[config.mk]
export PLATFORM = sky130hd
export DESIGN_NAME = pipe_ex_mem_reg
export DESIGN_NICKNAME = d
export VERILOG_FILES = /design/src/rtl/pipe_ex_mem_reg.sv
export SDC_FILE = /design/constraint.sdc
export NUM_CORES = 1
export LEC_CHECK = 0
export BUFFER_PORTS_ARGS = -buffer_cell sky130_fd_sc_hd__buf_2
export CAP_MARGIN = 5
export CORE_UTILIZATION = 39
export DETAILED_ROUTE_END_ITERATION = 8
export PLACE_DENSITY = 0.81
export SETUP_SLACK_MARGIN = 0.5
export SYNTH_ARGS = -nofsm -noshare
export SYNTH_HDL_FRONTEND = slang
export SYNTH_SLANG_ARGS = --single-unit
[constraint.sdc]
create_clock -name clk -period 0.8 [get_ports clk]
set_input_delay 0.08 -clock clk [delete_from_list [all_inputs] [get_ports clk]]
set_output_delay 0.08 -clock clk [all_outputs]
set_load 0.03 [all_outputs]
[src/rtl/pipe_ex_mem_reg.sv]
// EX/MEM pipeline register: captures the execute-stage result, store data,
// destination register and memory/write-back control flags on every clock edge.
module pipe_ex_mem_reg #(
  parameter int WIDTH = 32
) (
  input  logic             clk,
  input  logic             rst,
  input  logic             MEMWRITE_IN,
  input  logic             MEMTOREG_IN,
  input  logic             REGWRITE_IN,
  input  logic [WIDTH-1:0] RESULTOP_IN,
  input  logic [WIDTH-1:0] WRDATA_IN,
  input  logic [4:0]       ARD_IN,
  output logic             MEMWRITE_OUT,
  output logic             MEMTOREG_OUT,
  output logic             REGWRITE_OUT,
  output logic [WIDTH-1:0] RESULTOP_OUT,
  output logic [WIDTH-1:0] WRDATA_OUT,
  output logic [4:0]       ARD_OUT
);

  logic             memwrite_reg;
  logic             memtoreg_reg;
  logic             regwrite_reg;
  logic [WIDTH-1:0] resultop_reg;
  logic [WIDTH-1:0] wrdata_reg;
  logic [4:0]       ard_reg;

  // A cleared stage is a bubble: no memory write and no register write.
  always_ff @(posedge clk) begin
    if (!rst) begin
      memwrite_reg <= 1'b0;
      memtoreg_reg <= 1'b0;
      regwrite_reg <= 1'b0;
      resultop_reg <= '0;
      wrdata_reg   <= '0;
      ard_reg      <= '0;
    end else begin
      memwrite_reg <= MEMWRITE_IN;
      memtoreg_reg <= MEMTOREG_IN;
      regwrite_reg <= REGWRITE_IN;
      resultop_reg <= RESULTOP_IN;
      wrdata_reg   <= WRDATA_IN;
      ard_reg      <= ARD_IN;
    end
  end

  assign MEMWRITE_OUT = memwrite_reg;
  assign MEMTOREG_OUT = memtoreg_reg;
  assign REGWRITE_OUT = regwrite_reg;
  assign RESULTOP_OUT = resultop_reg;
  assign WRDATA_OUT   = wrdata_reg;
  assign ARD_OUT      = ard_reg;

endmodule

# Word level (Yosys, flattened, before mapping)
# Cells that the tools add are included.
word_totals:
  reg_bits: 72
  wordCells: 6
  out_inout_bits: 72

# Longest topological paths before layout
# Gate-level depths: netlist (run 1).
depth:
  word_depth: 0
  mapped_depth: 2

# Worst setup path after synthesis (run 1)
# Ideal clock, no wire load.
synth_path:
  path_kind: "register -> output"
  from: "reg ard_reg[0] (netlist: ARD_OUT[0])"
  to: "out ARD_OUT[0]"
  arrival_time_ns: 0.459
  stages_incl_launch_ff: 1
  n_path_buf: 0
  t_required_ns: 0.720
  path_slack_ns: 0.261
  path_cell_list: "dfxtp_1"
synth_lines:
  columns: ["item", "line_no", "source"]
  rows:
  - ["from (decl)", "27", "logic [4:0] ard_reg;"]
  - ["from (signal assigned)", "37", "ard_reg <= '0;"]
  - ["from (signal assigned)", "44", "ard_reg <= ARD_IN;"]
  - ["to (decl)", "19", "output logic [4:0] ARD_OUT"]
# No word-level cell between the ends.

# Final worst setup path (run 1)
layout_path:
  from: "reg resultop_reg[5] (netlist: RESULTOP_OUT[5])"
  to: "out RESULTOP_OUT[5]"
layout_lines:
  columns: ["item", "line_no", "source"]
  rows:
  - ["from (decl)", "25", "logic [WIDTH-1:0] resultop_reg;"]
  - ["from (signal assigned)", "35", "resultop_reg <= '0;"]
  - ["from (signal assigned)", "42", "resultop_reg <= RESULTOP_IN;"]
  - ["to (decl)", "17", "output logic [WIDTH-1:0] RESULTOP_OUT,"]
# No word-level cell between the ends.

==> results of run 1 <==
## layer usage
metal	part of all wire [%]	track usage (%)
met5	0	0
met4	1.8	12.18
met3	9.2	7.819
met2	54	39.90
met1	35	21.07
## area by class of cell
cell class	instances	area (um^2)
clock inverters	6	60.06
repair buffers	151	1341
clock buffers	10	127.6
multi-input cells	72	586.8
well taps	67	83.83
fillers	279	939.7
flip-flops and latches	72	1709
## state kept, by name, summed over array words and instances, names as in the netlist
register and flops:
REGWRITE_OUT 1, MEMWRITE_OUT 1, MEMTOREG_OUT 1, WRDATA_OUT 32, ARD_OUT 5, RESULTOP_OUT 32
## cells by family (layout without fill, tap and decap cells)
logic type	count (synthesis)	in the layout	share of synthesized area (%)
buffers and inverters	7	167	1.737
DFF	72	72	71.46
and+or+nand+nor	72	72	26.80
## what timing repair did
action | CTS | global route
gates cloned | 4 | 0
buffers inserted | 0 | 0
setup endpoints to repair | 107 | 75
hold endpoints to repair | 72 | 72
gates resized for setup | 151 | 1
## power by group through the flow
| stage | registers [mW] | clock network (mW) | logic (mW) |
|---|---|---|---|
| detailed placement | 3.80 | 0 | 1.05 |
| CTS | 3.77 | 2.75 | 1.36 |
| floorplan | 4.21 | 0 | 0.270 |
| global placement | 3.79 | 0 | 1.04 |
| finish | 3.77 | 2.72 | 1.37 |
| global route | 3.78 | 2.96 | 1.44 |
## worst max-delay path by stage
| stage | end | cells after the start | start |
|---|---|---|---|
| after CTS | WRDATA_OUT[20] | 1 | WRDATA_OUT[20] |
| after detailed placement | RESULTOP_OUT[5] | 3 | rst |
| final | RESULTOP_OUT[5] | 1 | RESULTOP_OUT[5] |
| after global routing | RESULTOP_OUT[5] | 1 | RESULTOP_OUT[5] |
| after global placement | WRDATA_OUT[5] | 3 | rst |
| after floorplan | MEMTOREG_OUT | 2 | rst |
## Yosys cell counts
cell type	n	area, um^2
clkbuf_2	7	35.03
and2_2	72	540.5
dfxtp_1	72	1441
==> results.yml, run 1 <==
drt:
  drtAntennaViolNets: 0
  vias: 1592
  wl_per_cell_um: 14.88
  wl_um: 5624
  drt-initial-drc-count: 23
  route.detailed.drc: 0
  avgViaCountPerCell: 4.212
  dr.pass1.iters: 3
timing:
  period_needed_ps: 900.1
  worst_slack_ps: -100.1
  holdWs_ps: -38.85
  max_freq_mhz: 1111
  setup-tns-final_ps: -5712
  worst_slew_pin_slew_ps: 100.1
  slew-limit-headroom_pct: 93.33
  rsz0062_at_grt: "true"
  hold_violations: 70
  drv_slew: 0
  period_share_pct: 112.5
  setup_viol: 72
clock_network:
  ctsHtreeMaxLevel: 3
  cts_sinks: 72
  cts_tree: "done"
  path_clk_slew_ps: 80
  root_buffer: "clkbuf_8"
  cts_buffers: 9
  max-clock-path-buffers: 2
floorplan:
  num_rows: 25
  io-pin-count: 146
  die_area_mm2: 0.005463
  initial_core_util_pct: 41.60
  core_area_mm2: 0.004848
  die_w_um: 73.92
  fp.dieH_um: 73.92
pwr:
  p_sw_mw: 2.024
  clkPwrFrac_pct: 34.6
  switching_share_pct: 25.75
  pwr-share-seq_pct: 47.9
  power.internal_mw: 5.836
  p_leak_nw: 1.821
  pwr-share-comb_pct: 17.4
  power_mw: 7.859
  peakVddDrop_mv: 1.352
  p_per_area_mw_per_mm2: 2011
layout:
  final_util_pct: 80.62
  syn2layout_area_growth_pct: 93.80
  final_cell_mix: "72 x buf_2, 72 x buf_6, 71 x dfxtp_4, 37 x and2_4, 35 x and2_2"
  num_antenna_cells: 0
  fin_area_mm2: 0.003909
  final_layout_size_suffix_gt1_share_pct: 99.68
  stdcell_count: 378
  nNetsFinal: 380
synth:
  avgSynthCellArea_um2: 13.36
  netlist_instances: 151
  synth_cell_types: 3
  yosysSeqAreaShare_pct: 71.46
  synth.ff_latch_count: 72
  synth_warnings: 0
  syn-cell-area_mm2: 0.002017
  syn_nets: 225
worst_hold_path:
  min-delay-path-class: "in -> reg"
  min_from: "WRDATA_IN[7]"
  min_path_cells: 2
  holdPathEnd: "WRDATA_OUT[7]"
global_route:
  grt_pass1_wl_um: 8293
  overflow: 0
  grt_use_total_pct: 21.80
  grt_max_degree: 21
  grt_pass1_vias: 1729
  antenna_found_initial: 0
worst_setup_path:
  critPathMaxFanout: 1
  critPathTopFamily: "flip-flops"
  cp.arrival_ps: 820
  crit_type: "reg -> out"
  slowest_stage: "dfxtp_4"
  crit_buf_inv: 1
  worstSetupEndpointType: "primary output"
  crit_required_ps: 720
  slowest_delay_ps: 350
  path_cells: "buf_6"
  critPathLaunchType: "register"
job:
  cap_violations: 0
outcome:
  violations: "hold timing, setup timing"
  status: "finished, violations left"
place:
  gp_congestion: 0.6678
  dpl_cell_area_mm2: 0.003146
  placedCellCount: 358
  port_buffers: 145
  pre_cts_slack_ps: 116.9
  hpwl_um: 3295
No activity file was read; power rests on OpenSTA's default activity.
==> inputs of run 2 (changes only) <==
CTS_CLUSTER_SIZE = 12   (was not set)
clock period = 0.95 ns   (was 0.8 ns; I/O delays follow)
==> run 2 against run 1 <==
Net effect: the flow finishes with violations (hold timing); count of clock-buffer cells in the layout unchanged; global-route usage down 3.8 points; combinational power down 22%; cell area down 1.2%; non-clock buffer count down 4; sequential share of layout area up 0.54 points; flip-flop and latch count unchanged; via count down 1.9%; die area unchanged; critical path depth unchanged; largest power group unchanged; highest routed layer unchanged.
==> results.yml, run 2 (synthesis results as in run 1) <==
worst_setup_path:
  cp.depth: 1
  critPathTopFamily: "flip-flops"
  crit_type: "reg -> out"
  critPathLaunchType: "register"
  slowest_stage: "dfxtp_4"
  crit_buf_inv: 1
  path_cells: "buf_6"
  crit_required_ps: 850
  cp.arrival_ps: 800
  slowest_delay_ps: 350
  critPathMaxFanout: 1
  worstSetupEndpointType: "primary output"
place:
  placedCellCount: 358
  gp_congestion: 0.6877
  dpl_cell_area_mm2: 0.003143
  port_buffers: 145
  hpwl_um: 3301
timing:
  drv_slew: 0
  period_share_pct: 94.66
  period_needed_ps: 899.2
  slew-limit-headroom_pct: 90.64
  worst_slew_pin_slew_ps: 140.4
  max_freq_mhz: 1112
  setup-tns-final_ps: 0
  hold_violations: 52
  holdWs_ps: -16.93
  rsz0062_at_grt: "true"
  setup_viol: 0
drt:
  dr.pass1.iters: 2
  vias: 1561
  avgViaCountPerCell: 4.174
  wl_met3_um: 583
  wl_um: 4843
  top_layer_used: "met4"
  wl_met1_um: 1672
  route.met2.wl_um: 2531
  wl_per_cell_um: 12.95
  route.detailed.drc: 0
  drt-initial-drc-count: 24
  drtAntennaViolNets: 0
clock_network:
  root_buffer: "clkbuf_8"
  max-clock-path-buffers: 2
  path_clk_slew_ps: 70
  cts_buffers: 9
  cts_tree: "done"
  ctsHtreeMaxLevel: 3
  cts_sinks: 72
layout:
  final_layout_size_suffix_gt1_share_pct: 100.0
  final_cell_mix: "73 x buf_2, 72 x buf_6, 71 x dfxtp_4, 37 x and2_2, 35 x and2_4"
  fin_area_mm2: 0.003861
  num_antenna_cells: 0
  stdcell_count: 374
  mostFrequentLayoutCell: "buf_2"
  nNetsFinal: 376
  syn2layout_area_growth_pct: 91.44
worst_hold_path:
  min-delay-path-class: "in -> reg"
  min_path_cells: 2
floorplan:
  initial_core_util_pct: 41.60
  die_w_um: 73.92
  core_area_mm2: 0.004848
  io-pin-count: 146
  fp.dieH_um: 73.92
  die_area_mm2: 0.005463
  num_rows: 25
global_route:
  overflow: 0
  grt_pass1_vias: 1609
  grt_max_degree: 40
  grt_pass1_wl_um: 7031
  antenna_found_initial: 0
  grt_use_total_pct: 18.00
job:
  cap_violations: 0
pwr:
  p_per_area_mw_per_mm2: 1908
  p_leak_nw: 1.807
  peakVddDrop_mv: 1.172
outcome:
  violations: "hold timing"
  status: "finished, violations left"
==> run 2: changes by cell type in the layout (fill, tap and decap cells not counted), sizes merged <==
cell,before,now
clkinv,3,2
bufinv,1,4
buf,151,147
clkinvlp,2,0
==> run 2: cell type report <==
type | count | area, um^2
fill | 262 | 987.2
timing repair buffer | 147 | 1216
tap | 67 | 83.83
sequential | 72 | 1709
multi-input combinational | 72 | 584.3
clock buffer | 10 | 137.6
clock inverter | 6 | 130.1
==> run 2: path summary, 6_finish.rpt <==
check,start,endpoint
setup / recovery,RESULTOP_OUT[12],RESULTOP_OUT[12]
hold / removal,RESULTOP_IN[31],RESULTOP_OUT[31]
==> run 2: per-stage QoR <==
step	setup slack, ps	total power [mW]	utilization [%]
6_report	50.76	7.369	79.64
5_1_grt	17.42	7.618	79.64
4_1_cts	32.09	7.431	79.64
3_5_place_dp	237.0	4.079	64.83
3_3_place_gp	246.2	4.062	64.83
2_1_floorplan	459.8	3.772	-
==> run 2: routing by layer <==
metal / track usage (%) / vias to the layer above
li1: - / 751
met1: 16.80 / 706
met2: 31.72 / 99
met3: 8.093 / 5
met4: 11.54 / 0
met5: 0 / -
==> run 2: what timing repair did <==
action | 4_1_cts | 5_1_grt
setup endpoints to repair | 72 | 72
pin swaps | 0 | 0
endpoints found under the hold margin | 72 | 67
resized for setup | 144 | 0
setup buffers | 0 | 0
==> run 2: report_power, final <==
part / total (mW) / switching, mW / internal, mW
Clock: 3.13 / 1.06 / 2.07
Combinational: 1.07 / 0.506 / 0.565
Sequential: 3.17 / 0.0742 / 3.09
Total: 7.37 / 1.64 / 5.73
